## config.mk

```make
export PLATFORM = sky130hd
export DESIGN_NAME = sr_mem_arbiter
export DESIGN_NICKNAME = d
export VERILOG_FILES = /design/src/rtl/sr_mem_arbiter.sv
export SDC_FILE = /design/constraint.sdc
export NUM_CORES = 1
export LEC_CHECK = 0
export ABC_AREA = 1
export BUFFER_PORTS_ARGS = -buffer_cell sky130_fd_sc_hd__buf_2
export CAP_MARGIN = 20
export CORE_AREA = 10 10 151 153
export CTS_BUF_LIST = sky130_fd_sc_hd__clkbuf_8 sky130_fd_sc_hd__clkbuf_16
export DETAILED_ROUTE_END_ITERATION = 6
export DIE_AREA = 0 0 161 163
export PLACE_DENSITY = 0.73
export SLEW_MARGIN = 20
export SYNTH_ARGS = -nofsm -noshare
export SYNTH_HDL_FRONTEND = slang
export SYNTH_SLANG_ARGS = --single-unit
```

## constraint.sdc

```tcl
create_clock -name clk -period 1.96 [get_ports clk]
set_input_delay 0.392 -clock clk [delete_from_list [all_inputs] [get_ports clk]]
set_output_delay 0.392 -clock clk [all_outputs]
set_load 0.03 [all_outputs]
```

## src/rtl/sr_mem_arbiter.sv

```systemverilog
// rtl/sr_mem_arbiter.sv - round-robin arbiter sharing one memory port between N_CORES cores
//
// Purpose : grants one core request at a time, issues a single AGU_LOAD or
//           AGU_STORE opcode to the memory, waits for load data (with timeout)
//           and returns a one-cycle ack to the granted core.
// Ports   : clk, rst_n (sync, active low)
//           core_req/core_we/core_addr/core_wdata  per-core request bundle (in)
//           core_ack/core_rdata/core_err           per-core completion (out)
//           mem_instr/mem_addr/mem_data            memory command (out)
//           mem_rdata/mem_rvalid                   memory load response (in)
//           busy, grant_id                         status (out)
module sr_mem_arbiter #(
    parameter int         N_CORES    = 4,
    parameter int         ADDR_W     = 32,
    parameter int         DATA_W     = 32,
    parameter int         TIMEOUT    = 16,
    parameter logic [2:0] IDLE_INSTR = 3'd0
) (
    input  logic                       clk,
    input  logic                       rst_n,
    input  logic [N_CORES-1:0]         core_req,
    input  logic [N_CORES-1:0]         core_we,
    input  logic [N_CORES*ADDR_W-1:0]  core_addr,
    input  logic [N_CORES*DATA_W-1:0]  core_wdata,
    output logic [N_CORES-1:0]         core_ack,
    output logic [DATA_W-1:0]          core_rdata,
    output logic                       core_err,
    output logic [2:0]                 mem_instr,
    output logic [ADDR_W-1:0]          mem_addr,
    output logic [DATA_W-1:0]          mem_data,
    input  logic [DATA_W-1:0]          mem_rdata,
    input  logic                       mem_rvalid,
    output logic                       busy,
    output logic [$clog2(N_CORES)-1:0] grant_id
);

    localparam int IDW  = $clog2(N_CORES);
    localparam int CNTW = $clog2(TIMEOUT);

    localparam logic [2:0] AGU_LOAD  = 3'b001;
    localparam logic [2:0] AGU_STORE = 3'b010;

    typedef enum logic [1:0] {
        S_IDLE  = 2'd0,
        S_ISSUE = 2'd1,
        S_WAIT  = 2'd2,
        S_DONE  = 2'd3
    } state_t;

    state_t              state_q, state_d;
    logic [2:0]          instr_q, instr_d;
    logic [ADDR_W-1:0]   addr_q, addr_d;
    logic [DATA_W-1:0]   data_q, data_d;
    logic [N_CORES-1:0]  ack_q, ack_d;
    logic [DATA_W-1:0]   rdata_q, rdata_d;
    logic                err_q, err_d;
    logic                busy_q, busy_d;
    logic [IDW-1:0]      grant_q, grant_d;
    // Last granted core; reset to N_CORES-1 so that core 0 is searched first.
    logic [IDW-1:0]      last_q, last_d;
    logic                we_q, we_d;
    logic [CNTW-1:0]     cnt_q, cnt_d;

    logic                found;
    logic [IDW-1:0]      win;

    // Round-robin search starting just after the last grant, wrapping around.
    always_comb begin
        found = 1'b0;
        win   = '0;
        for (int k = 1; k <= N_CORES; k++) begin
            if (!found && core_req[(int'(last_q) + k) % N_CORES]) begin
                found = 1'b1;
                win   = IDW'((int'(last_q) + k) % N_CORES);
            end
        end
    end

    always_comb begin
        state_d = state_q;
        instr_d = IDLE_INSTR;
        addr_d  = addr_q;
        data_d  = data_q;
        ack_d   = '0;
        rdata_d = '0;
        err_d   = 1'b0;
        grant_d = grant_q;
        last_d  = last_q;
        we_d    = we_q;
        cnt_d   = cnt_q;

        unique case (state_q)
            S_IDLE: begin
                if (found) begin
                    grant_d = win;
                    last_d  = win;
                    we_d    = core_we[win];
                    addr_d  = core_addr[int'(win)*ADDR_W +: ADDR_W];
                    data_d  = core_wdata[int'(win)*DATA_W +: DATA_W];
                    // Opcode is registered here so it appears during ISSUE only.
                    instr_d = core_we[win] ? AGU_STORE : AGU_LOAD;
                    state_d = S_ISSUE;
                end
            end
            S_ISSUE: begin
                if (we_q) begin
                    ack_d[grant_q] = 1'b1;
                    state_d        = S_DONE;
                end else begin
                    cnt_d   = '0;
                    state_d = S_WAIT;
                end
            end
            S_WAIT: begin
                if (mem_rvalid) begin
                    rdata_d        = mem_rdata;
                    ack_d[grant_q] = 1'b1;
                    state_d        = S_DONE;
                end else if (cnt_q == CNTW'(TIMEOUT - 1)) begin
                    rdata_d        = '1;
                    err_d          = 1'b1;
                    ack_d[grant_q] = 1'b1;
                    state_d        = S_DONE;
                end else begin
                    cnt_d = cnt_q + 1'b1;
                end
            end
            S_DONE: begin
                state_d = S_IDLE;
            end
            default: begin
                state_d = S_IDLE;
            end
        endcase

        busy_d = (state_d != S_IDLE);
    end

    always_ff @(posedge clk) begin
        if (!rst_n) begin
            state_q <= S_IDLE;
            instr_q <= IDLE_INSTR;
            addr_q  <= '0;
            data_q  <= '0;
            ack_q   <= '0;
            rdata_q <= '0;
            err_q   <= 1'b0;
            busy_q  <= 1'b0;
            grant_q <= '0;
            last_q  <= IDW'(N_CORES - 1);
            we_q    <= 1'b0;
            cnt_q   <= '0;
        end else begin
            state_q <= state_d;
            instr_q <= instr_d;
            addr_q  <= addr_d;
            data_q  <= data_d;
            ack_q   <= ack_d;
            rdata_q <= rdata_d;
            err_q   <= err_d;
            busy_q  <= busy_d;
            grant_q <= grant_d;
            last_q  <= last_d;
            we_q    <= we_d;
            cnt_q   <= cnt_d;
        end
    end

    assign core_ack   = ack_q;
    assign core_rdata = rdata_q;
    assign core_err   = err_q;
    assign mem_instr  = instr_q;
    assign mem_addr   = addr_q;
    assign mem_data   = data_q;
    assign busy       = busy_q;
    assign grant_id   = grant_q;

endmodule
```

### Yosys cells after proc, flatten, opt, wreduce, memory -nomap -nowiden

Index checks and enable logic that the tools add are counted.

* output and inout port bits: 107
* flip-flop bits (word level): 116
* input port bits: 299
* logic and storage cells: 99

* reduce and logical (&&, ||, !) cells: 19
* eq/ne operators: 7
* shifts and indexed selects: 2
* bitwise gates (word level): 6
* add/sub/neg operators: 5
* mux-type cells: 41
* magnitude comparators: 7

Operator list (number)
* 128-bit by 8-bit variable part select with 32-bit output: 2
* 32-bit two-way mux: 2
* 4-bit two-way mux: 6
* 3-bit by 4-bit less-than comparator with 1-bit output, second input constant: 4
* 1-bit two-way mux: 16
* 2-bit two-way mux: 8
* 4-bit case mux with 2 select lines: 2
* 1-bit binary-select mux with 2-bit select: 5
* 2-bit case mux with 4 select lines: 1
* 2-bit OR reduction: 4
* 2-bit by 3-bit less-than comparator with 1-bit output, second input constant: 2
* 2-bit inequality test, second input constant: 3
* 2-bit by 1-bit adder with 2-bit output, second input constant: 2
* 2-bit adder, second input constant: 2
* 4-bit by 1-bit adder with 4-bit output, second input constant: 1
* 1-bit AND, first input constant: 4
* 2-bit equality test, second input constant: 2
* 4-bit equality test, second input constant: 1
* 1-bit logical AND: 4
* 2-bit AND reduction: 2
* 4-bit AND reduction: 1
* 2-bit nonzero test: 2
* 1-bit zero test: 3
* 3-bit AND reduction: 1
* other kinds (6): 7

### Depth between registers and ports, before layout

Gate-level depths: netlist of the first run.

* depth after elaboration: 19
* mapped depth: 17
* gate-level depth less buffers: 14

### Least setup slack after synthesis of the first run

Ideal clock, no wire load.

* path type: reg-to-reg
* start point: register last_q[0]
* end point: register busy_q (netlist: busy)
* library setup time: 0.114 ns
* buffers on the path: 3
* clock period less this slack: 1.774 ns
* stages on the path, launching flop included: 14
* slack: 0.186 ns
* required time: 1.846 ns
* data arrival time: 1.660 ns
* cells stage by stage: dfxtp_1 -> buf_6 -> inv_4 -> nand2_1 -> nand2_1 -> nor2_1 -> nor2_1 -> nand3_4 -> buf_2 -> buf_2 -> o21ai_0 -> o211ai_1 -> nand2_1 -> nand2_1

* cells in the longest elaborated chain, start to end: 17
* elaborated cells on any way between the ends: 29
* those cells by class: add/sub: 4; mux: 18; reduce/logical: 7

RTL lines
* start, declared: line 60 `logic [IDW-1:0] last_q, last_d;`
* start signal, assigned: line 150 `last_q <= IDW'(N_CORES - 1);`
* start signal, assigned: line 163 `last_q <= last_d;`
* 2-bit by 1-bit adder with 2-bit output: line 72 `if (!found && core_req[(int'(last_q) + k) % N_CORES]) begin`
* 1-bit binary-select mux with 2-bit select: line 72
* 1-bit two-way mux (not written as such) (2 in series): line 72
* 1-bit two-way mux: line 72
* 1-bit zero test: line 72
* 1-bit logical AND: line 72
* 1-bit two-way mux: line 72
* 1-bit zero test: line 72
* 1-bit logical AND: line 72
* 1-bit two-way mux: line 72
* 1-bit zero test: line 72
* 1-bit logical AND: line 72
* 1-bit two-way mux (*): line 72
* 2-bit two-way mux (*): line 94 `if (found) begin`
* 2-bit case mux with 4 select lines (*): line 92 `unique case (state_q)`
* 2-bit nonzero test (*): line 136 `busy_d = (state_d != S_IDLE);`
* end signal, assigned: line 161 `busy_q <= busy_d;`
* end, declared: line 57 `logic busy_q, busy_d;`

Every way passes the cells marked *; elsewhere a longest branch is shown, timed or not. The select of a mux whose other input is x is not followed.
A chain may end at the register's enable or synchronous reset.

### Final worst setup path of the first run

* start point: register last_q[0]
* end point: register data_q[6] (netlist: mem_data[6])

* cells in the longest elaborated chain, start to end: 15
* elaborated cells on any way between the ends: 32
* those cells by class: add/sub: 4; shift: 1; mux: 20; reduce/logical: 7

RTL lines
* 2-bit by 1-bit adder with 2-bit output: line 72, 74
* 1-bit binary-select mux with 2-bit select: line 72
* 1-bit two-way mux (not written as such) (2 in series): line 72
* 1-bit two-way mux: line 72
* 1-bit zero test: line 72
* 1-bit logical AND: line 72
* 1-bit two-way mux: line 72
* 1-bit zero test: line 72
* 1-bit logical AND: line 72
* 1-bit two-way mux: line 72
* 1-bit zero test: line 72
* 1-bit logical AND: line 72
* 2-bit two-way mux or 1-bit two-way mux (tied branches): line 72
* 128-bit by 8-bit variable part select with 32-bit output or 2-bit AND reduction (tied branches)
* end signal, assigned: line 157 `data_q <= data_d;`
* end, declared: line 53 `logic [DATA_W-1:0] data_q, data_d;`

Parallel ways exist; a longest one is shown, timed or not. The select of a mux whose other input is x is not followed.

==> flow_summary.json, run 1 <==
{
  "fin_skew_ns": 0.00861,
  "required_ns": 2.27,
  "hp-class": "in -> reg",
  "layout.cells.non_filler": 1946,
  "seq_area_frac_synth_pct": 31.6,
  "synth_xor_area_share_pct": 0.120,
  "ys.flop_type": "dfxtp_1",
  "grt_max_degree": 62,
  "startpoint_type": "flop",
  "synthMuxAreaShare_pct": 0,
  "grt_pass1_wl_um": 43500,
  "rows": 52,
  "ys_ff_latch": 115,
  "final_cell_mix": "404 x buf_2, 249 x nand2_1, 247 x inv_1, 199 x nor2_1, 113 x dfxtp_1",
  "numPlacedInstances": 1880,
  "syn_nets": 1540,
  "synthDominantCellAreaShare_pct": 31.6,
  "syn2layout_area_growth_pct": 55.3,
  "core_area_sq_um": 19900,
  "grt_usage_pct": 20.1,
  "syn_area_sq_um": 7290,
  "synth_top_family_by_area": "simple AND/OR/NAND/NOR gates",
  "die_w_um": 161,
  "yosys.area_share.simple_pct": 40.4,
  "async_reset_ff_share_pct": 0,
  "arrival_ns": 2.36,
  "pre_cts_ws_ns": -0.172,
  "cellPowerDensity_nw_per_um2": 2160,
  "root_buffer": "clkbuf_16",
  "antenna_left": 0,
  "setup_tns_ns": -2.21,
  "final_nets": 1966,
  "yosysUniqueCellTypes": 30,
  "antenna_found_initial": 2,
  "vias": 9337,
  "crit_type": "reg -> reg",
  "fin_crit_ns": 2.05,
  "drc_errors": 0,
  "rsz0062_at_grt": "yes",
  "yosys-top-cells-area": "dfxtp_1 32%, nand2_1 14%, inv_1 13%",
  "path_max_fanout": 8,
  "maxCapViolations": 0,
  "dieArea_sq_um": 26200,
  "p_leak_uw": 0.00687,
  "cts_buffers": 17,
  "hold_viol_final": 0,
  "drive_gt1_share_pct": 34.6,
  "synth_largest_area_cell": "dfxtp_1",
  "fin_util_pct": 56.9,
  "syn_inst": 1236,
  "ir_worst_vdd_v": 0.00131,
  "clkLatencyLatePin_ns": 0.41,
  "end_kind": "flop",
  "wl_per_cell_um": 16.1,
  "wirelength_um": 31400,
  "avgSynthCellArea_sq_um": 5.90,
  "num_io_pins": 406,
  "final_common_cell": "buf_2",
  "ys_warn_count": 0,
  "violations": "negative setup slack",
  "synth_compound_area_share_pct": 7.12,
  "drtPass1Iterations": 6,
  "die-height_um": 163,
  "gp_congestion": 0.912,
  "grt_pass1_vias": 8588,
  "drv_slew": 0,
  "post-dp-hpwl_um": 21700,
  "htreeDepth": 4,
  "synth-edff-count": 0,
  "cts_tree": "built",
  "setup_ws_ns": -0.0902,
  "drt_iter0_markers": 803,
  "clkTransAtPathRegs_ns": 0.06,
  "synth_fa_ha_area_share_pct": 0.858,
  "routed_via_density": 4.80,
  "clock.fmax_mhz": 488,
  "clock_path_buffers": 2,
  "status": "finished, violations left",
  "grt_overflow": 0,
  "fin_crit_sh_pct": 105,
  "setup_viol": 57,
  "initial_utilization_pct": 36.6,
  "hold_ws_ns": 0.164,
  "io_buffers": 404,
  "clkSinkCount": 115
}
cell usage after synthesis (2+ instances only):
cell type / n
buf_4: 12
clkbuf_1: 20
nand3_1: 115
nor2_1: 200
nand2_1: 272
clkbuf_2: 2
o211ai_1: 3
o21ai_0: 52
buf_2: 35
dfxtp_1: 115
buf_6: 13
nand3b_1: 2
inv_1: 247
nand4_1: 76
o21ai_1: 38
nor3_1: 2
inv_2: 5
ha_1: 5
nand2_2: 5
nand3_4: 2
a21oi_1: 6
per-layer routing:
metal	part of all wire [%]	wire length [um]	up-vias	global-route usage, %
met5	0.054	17	-	0
met3	9.1	2860	66	6.80
met4	2.1	671	2	6.12
met1	39	12100	4155	22.6
li1	-	-	4655	-
met2	50	15700	459	35.2
area by class of cell:
cell class	count	area, sq um
fillers	1934	8580
multi-input cells	786	3750
repair buffers	489	3380
flip-flops and latches	115	2310
inverters	253	962
clock buffers	17	425
well taps	270	338
clock inverters	15	161
diodes	1	2.50
cells by family (layout without fill, tap and decap cells):
| group | count (synthesis) | count (layout) |
|---|---|---|
| flops | 115 | 115 |
| simple gates | 677 | 678 |
| buf+inv | 336 | 774 |
| xor+xnor | 1 | 1 |
| other cells | 1 | 2 |
| compound gates | 101 | 101 |
| fa+ha+maj | 5 | 5 |
stage by stage:
step / instance area (sq um) / power (uW)
finish: 11300 / 24500
global placement: 9810 / 17000
detailed placement: 9810 / 17200
floorplan: 7290 / 13100
CTS: 10500 / 20900
global route: 11300 / 26300
power breakdown:
| part | total [uW] | switching [uW] | internal [uW] | leakage (uW) |
|---|---|---|---|---|
| sequential | 3490 | 386 | 3100 | 0.000948 |
| clock | 3030 | 1330 | 1700 | 0.000281 |
| combinational | 18000 | 10300 | 7730 | 0.00564 |
flip-flops by register name, indices dropped and copies added (netlist names):
| register | count |
|---|---|
| cnt_q | 4 |
| mem_instr | 2 |
| last_q | 2 |
| busy | 1 |
| core_err | 1 |
| state_q | 2 |
| mem_data | 32 |
| grant_id | 2 |
| core_rdata | 32 |
| mem_addr | 32 |
| core_ack | 4 |
| we_q | 1 |
path summary, 6_finish.rpt:
kind                    start     endpoint  slack, ns  cells after the start
setup / recovery    last_q[0]  mem_data[6]      -0.09                     15
hold / removal     mem_rvalid     core_err       0.16                      2
setup reg to reg    last_q[0]  mem_data[6]      -0.09                     15
hold reg to reg   grant_id[1]  core_ack[1]       0.49                      1
critical path, stage by stage (launching register included):
cell and delay (ns):
dfxtp_4 0.40, inv_6 0.06, nand2_1 0.10, nand2_1 0.07
nand2_1 0.07, nand2_2 0.07, nand2_2 0.08, nand2_1 0.09
nand2_4 0.13, nand3_4 0.19, clkbuf_16 0.23, buf_12 0.13
nand2_2 0.05, o21ai_2 0.06, o21ai_1 0.15, nor2_1 0.05
what timing repair did:
| action | in CTS | in global routing |
|---|---|---|
| setup endpoints to repair | 70 | 72 |
| resized for setup | 9 | 109 |
| pin swaps | 1 | 36 |
| cloned | 3 | 22 |
| setup buffers | 3 | 6 |
| hold buffers | 0 | 0 |
Power figures use the tool's default switching activity.
==> run 2: changes to the inputs <==
CELL_PAD_IN_SITES_DETAIL_PLACEMENT = 2   (was not set)
CELL_PAD_IN_SITES_GLOBAL_PLACEMENT = 2   (was not set)
CORE_AREA = not set   (was 10 10 151 153)
CORE_MARGIN = 10   (was not set)
CORE_UTILIZATION = 21   (was not set)
DIE_AREA = not set   (was 0 0 161 163)
PLACE_DENSITY = 0.85   (was 0.73)
==> flow_summary.json, run 2 (synthesis gave the netlist of run 1 again) <==
{
  "p_sw_uw": 13700,
  "num-fill-cells": 4157,
  "grt_usage_pct": 18.5,
  "switching_share_pct": 50.4,
  "die_w_um": 206,
  "grt_max_degree": 33,
  "initial_utilization_pct": 21.2,
  "setup_viol": 67,
  "crit_type": "reg -> reg",
  "intPower_uw": 13500,
  "wl_per_cell_um": 19.8,
  "cts_tree": "built",
  "fin_skew_ns": 0.0126,
  "pwr-share-clk_pct": 12.1,
  "antenna_left": 0,
  "drive_gt1_share_pct": 40.1,
  "worstRegToRegCells": 15,
  "reg2reg_slack_ns": -0.14,
  "setup_tns_ns": -5.44,
  "cellPowerDensity_nw_per_um2": 2260,
  "seqPwrFrac_pct": 12.9,
  "final_common_cell": "buf_2",
  "fin_util_pct": 35.1,
  "violations": "negative setup slack",
  "cts_hold_buf": 0,
  "fin_crit_ns": 2.10,
  "htreeDepth": 4,
  "crit-reg2reg-launch": "last_q[1]",
  "gp_congestion": 0.840,
  "die-height_um": 206,
  "required_ns": 2.28,
  "rsz0062_at_grt": "yes",
  "crit_start": "last_q[1]",
  "clkTransAtPathRegs_ns": 0.06,
  "routed_via_density": 4.49,
  "end_kind": "flop",
  "io_buffers": 404,
  "grt_pass1_vias": 10900,
  "wirelength_um": 42500,
  "vias": 9650,
  "cts_buffers": 17,
  "clock.fmax_mhz": 477,
  "num_io_pins": 406,
  "root_buffer": "clkbuf_16",
  "setup_ws_ns": -0.137,
  "rr_endpoint": "mem_data[11]",
  "p_leak_uw": 0.00705,
  "fin_crit_sh_pct": 107,
  "hp-class": "in -> reg",
  "core_area_sq_um": 34400,
  "clkLatencyLatePin_ns": 0.42,
  "grt_pass1_wl_um": 61800,
  "drc_errors": 0,
  "drv_slew": 0,
  "drt_iter0_markers": 287,
  "final_cell_mix": "404 x buf_2, 247 x inv_1, 219 x nand2_1, 196 x nor2_1, 113 x dfxtp_1",
  "grt_overflow": 0,
  "dieArea_sq_um": 42600,
  "ir_worst_vdd_v": 0.000863,
  "status": "finished, violations left",
  "clkSinkCount": 115,
  "path_max_fanout": 8,
  "final_nets": 1976,
  "endpoint": "mem_data[11]",
  "clock_path_buffers": 2,
  "syn2layout_area_growth_pct": 65.3,
  "arrival_ns": 2.42,
  "startpoint_type": "flop",
  "total_power_uw": 27300,
  "rows": 68,
  "antenna_found_initial": 7,
  "combPwrFrac_pct": 75.0,
  "drtPass1Iterations": 4,
  "hold_viol_final": 0,
  "post-dp-hpwl_um": 30900,
  "maxCapViolations": 0
}
==> run 2: cell count changes in the layout (fill, tap and decap cells not counted), moves of 4 or more <==
cell,delta
nand3_1,-23
buf_8,+6
diode_2,+8
o21ai_0,-4
nand2_2,+17
buf_4,+7
o21ai_2,+26
nand3_2,+23
nand2_4,+11
o21ai_1,-23
nand2_1,-30
clkbuf_16,-10
==> run 2: metrics by stage <==
step / instances / hold slack, ns / area [sq um] / setup slack [ns]
floorplan: 1236 / 0.448 / 7290 / 0.186
global placement: 2078 / 0.489 / 10200 / -0.180
detailed placement: 2078 / 0.520 / 10200 / -0.336
CTS: 2129 / 0.138 / 11600 / -0.0713
global route: 2146 / 0.146 / 12000 / -0.266
finish: 2149 / 0.159 / 12100 / -0.137
==> run 2: layout make-up <==
class                   instances  area [sq um]  share of cell area [%]
diodes                          9          22.5                   0.187
flip-flops and latches        115          2310                    19.2
well taps                     455           569                    4.72
clock buffers                  18           439                    3.64
clock inverters                14           168                    1.39
repair buffers                500          3440                    28.5
multi-input cells             785          4130                    34.3
inverters                     253           975                    8.08
==> run 2: timing repair <==
item,CTS,global route
pin swaps,48,20
gates cloned,6,9
endpoints found under the setup margin,73,75
setup buffers,14,3
resized for setup,196,55
==> run 2: worst min-delay path by stage <==
stage | start | to | depth (start not counted) | slack, ns
finish | mem_rvalid | core_err | 2 | 0.16
global route | mem_rvalid | core_err | 2 | 0.15
CTS | mem_rvalid | core_err | 2 | 0.14
detailed placement | cnt_q[3] | core_err | 2 | 0.52
global placement | grant_id[1] | core_ack[1] | 1 | 0.49
floorplan | we_q | we_q | 2 | 0.45
==> run 2: critical path, stage by stage, from the launching register on <==
cell and delay, ns:
dfxtp_4 0.40, inv_4 0.06, buf_4 0.16, nand3_2 0.11
nand2_2 0.08, nor2_4 0.13, nand3_4 0.11, nand3_4 0.16
buf_12 0.15, buf_12 0.16, clkbuf_16 0.15, nand2_1 0.05
nand3_1 0.07, nand3_2 0.10, nand2_1 0.07, inv_1 0.04
==> run 2: power by group through the flow <==
stage               clock, uW  combinational (uW)  sequential [uW]
floorplan                   0                8410             4680
global placement            0               14600             3480
detailed placement          0               15200             3530
CTS                      3410               18600             3510
global route             3520               22300             3600
finish                   3310               20500             3500
==> run 2: routing by layer <==
layer / global-route usage (%) / vias up / wire (um)
met1: 20.4 / 4679 / 16800
met5: 0 / - / 13
li1: - / 4673 / -
met4: 6.20 / 2 / 1030
met3: 4.29 / 49 / 2200
met2: 34.0 / 247 / 22400
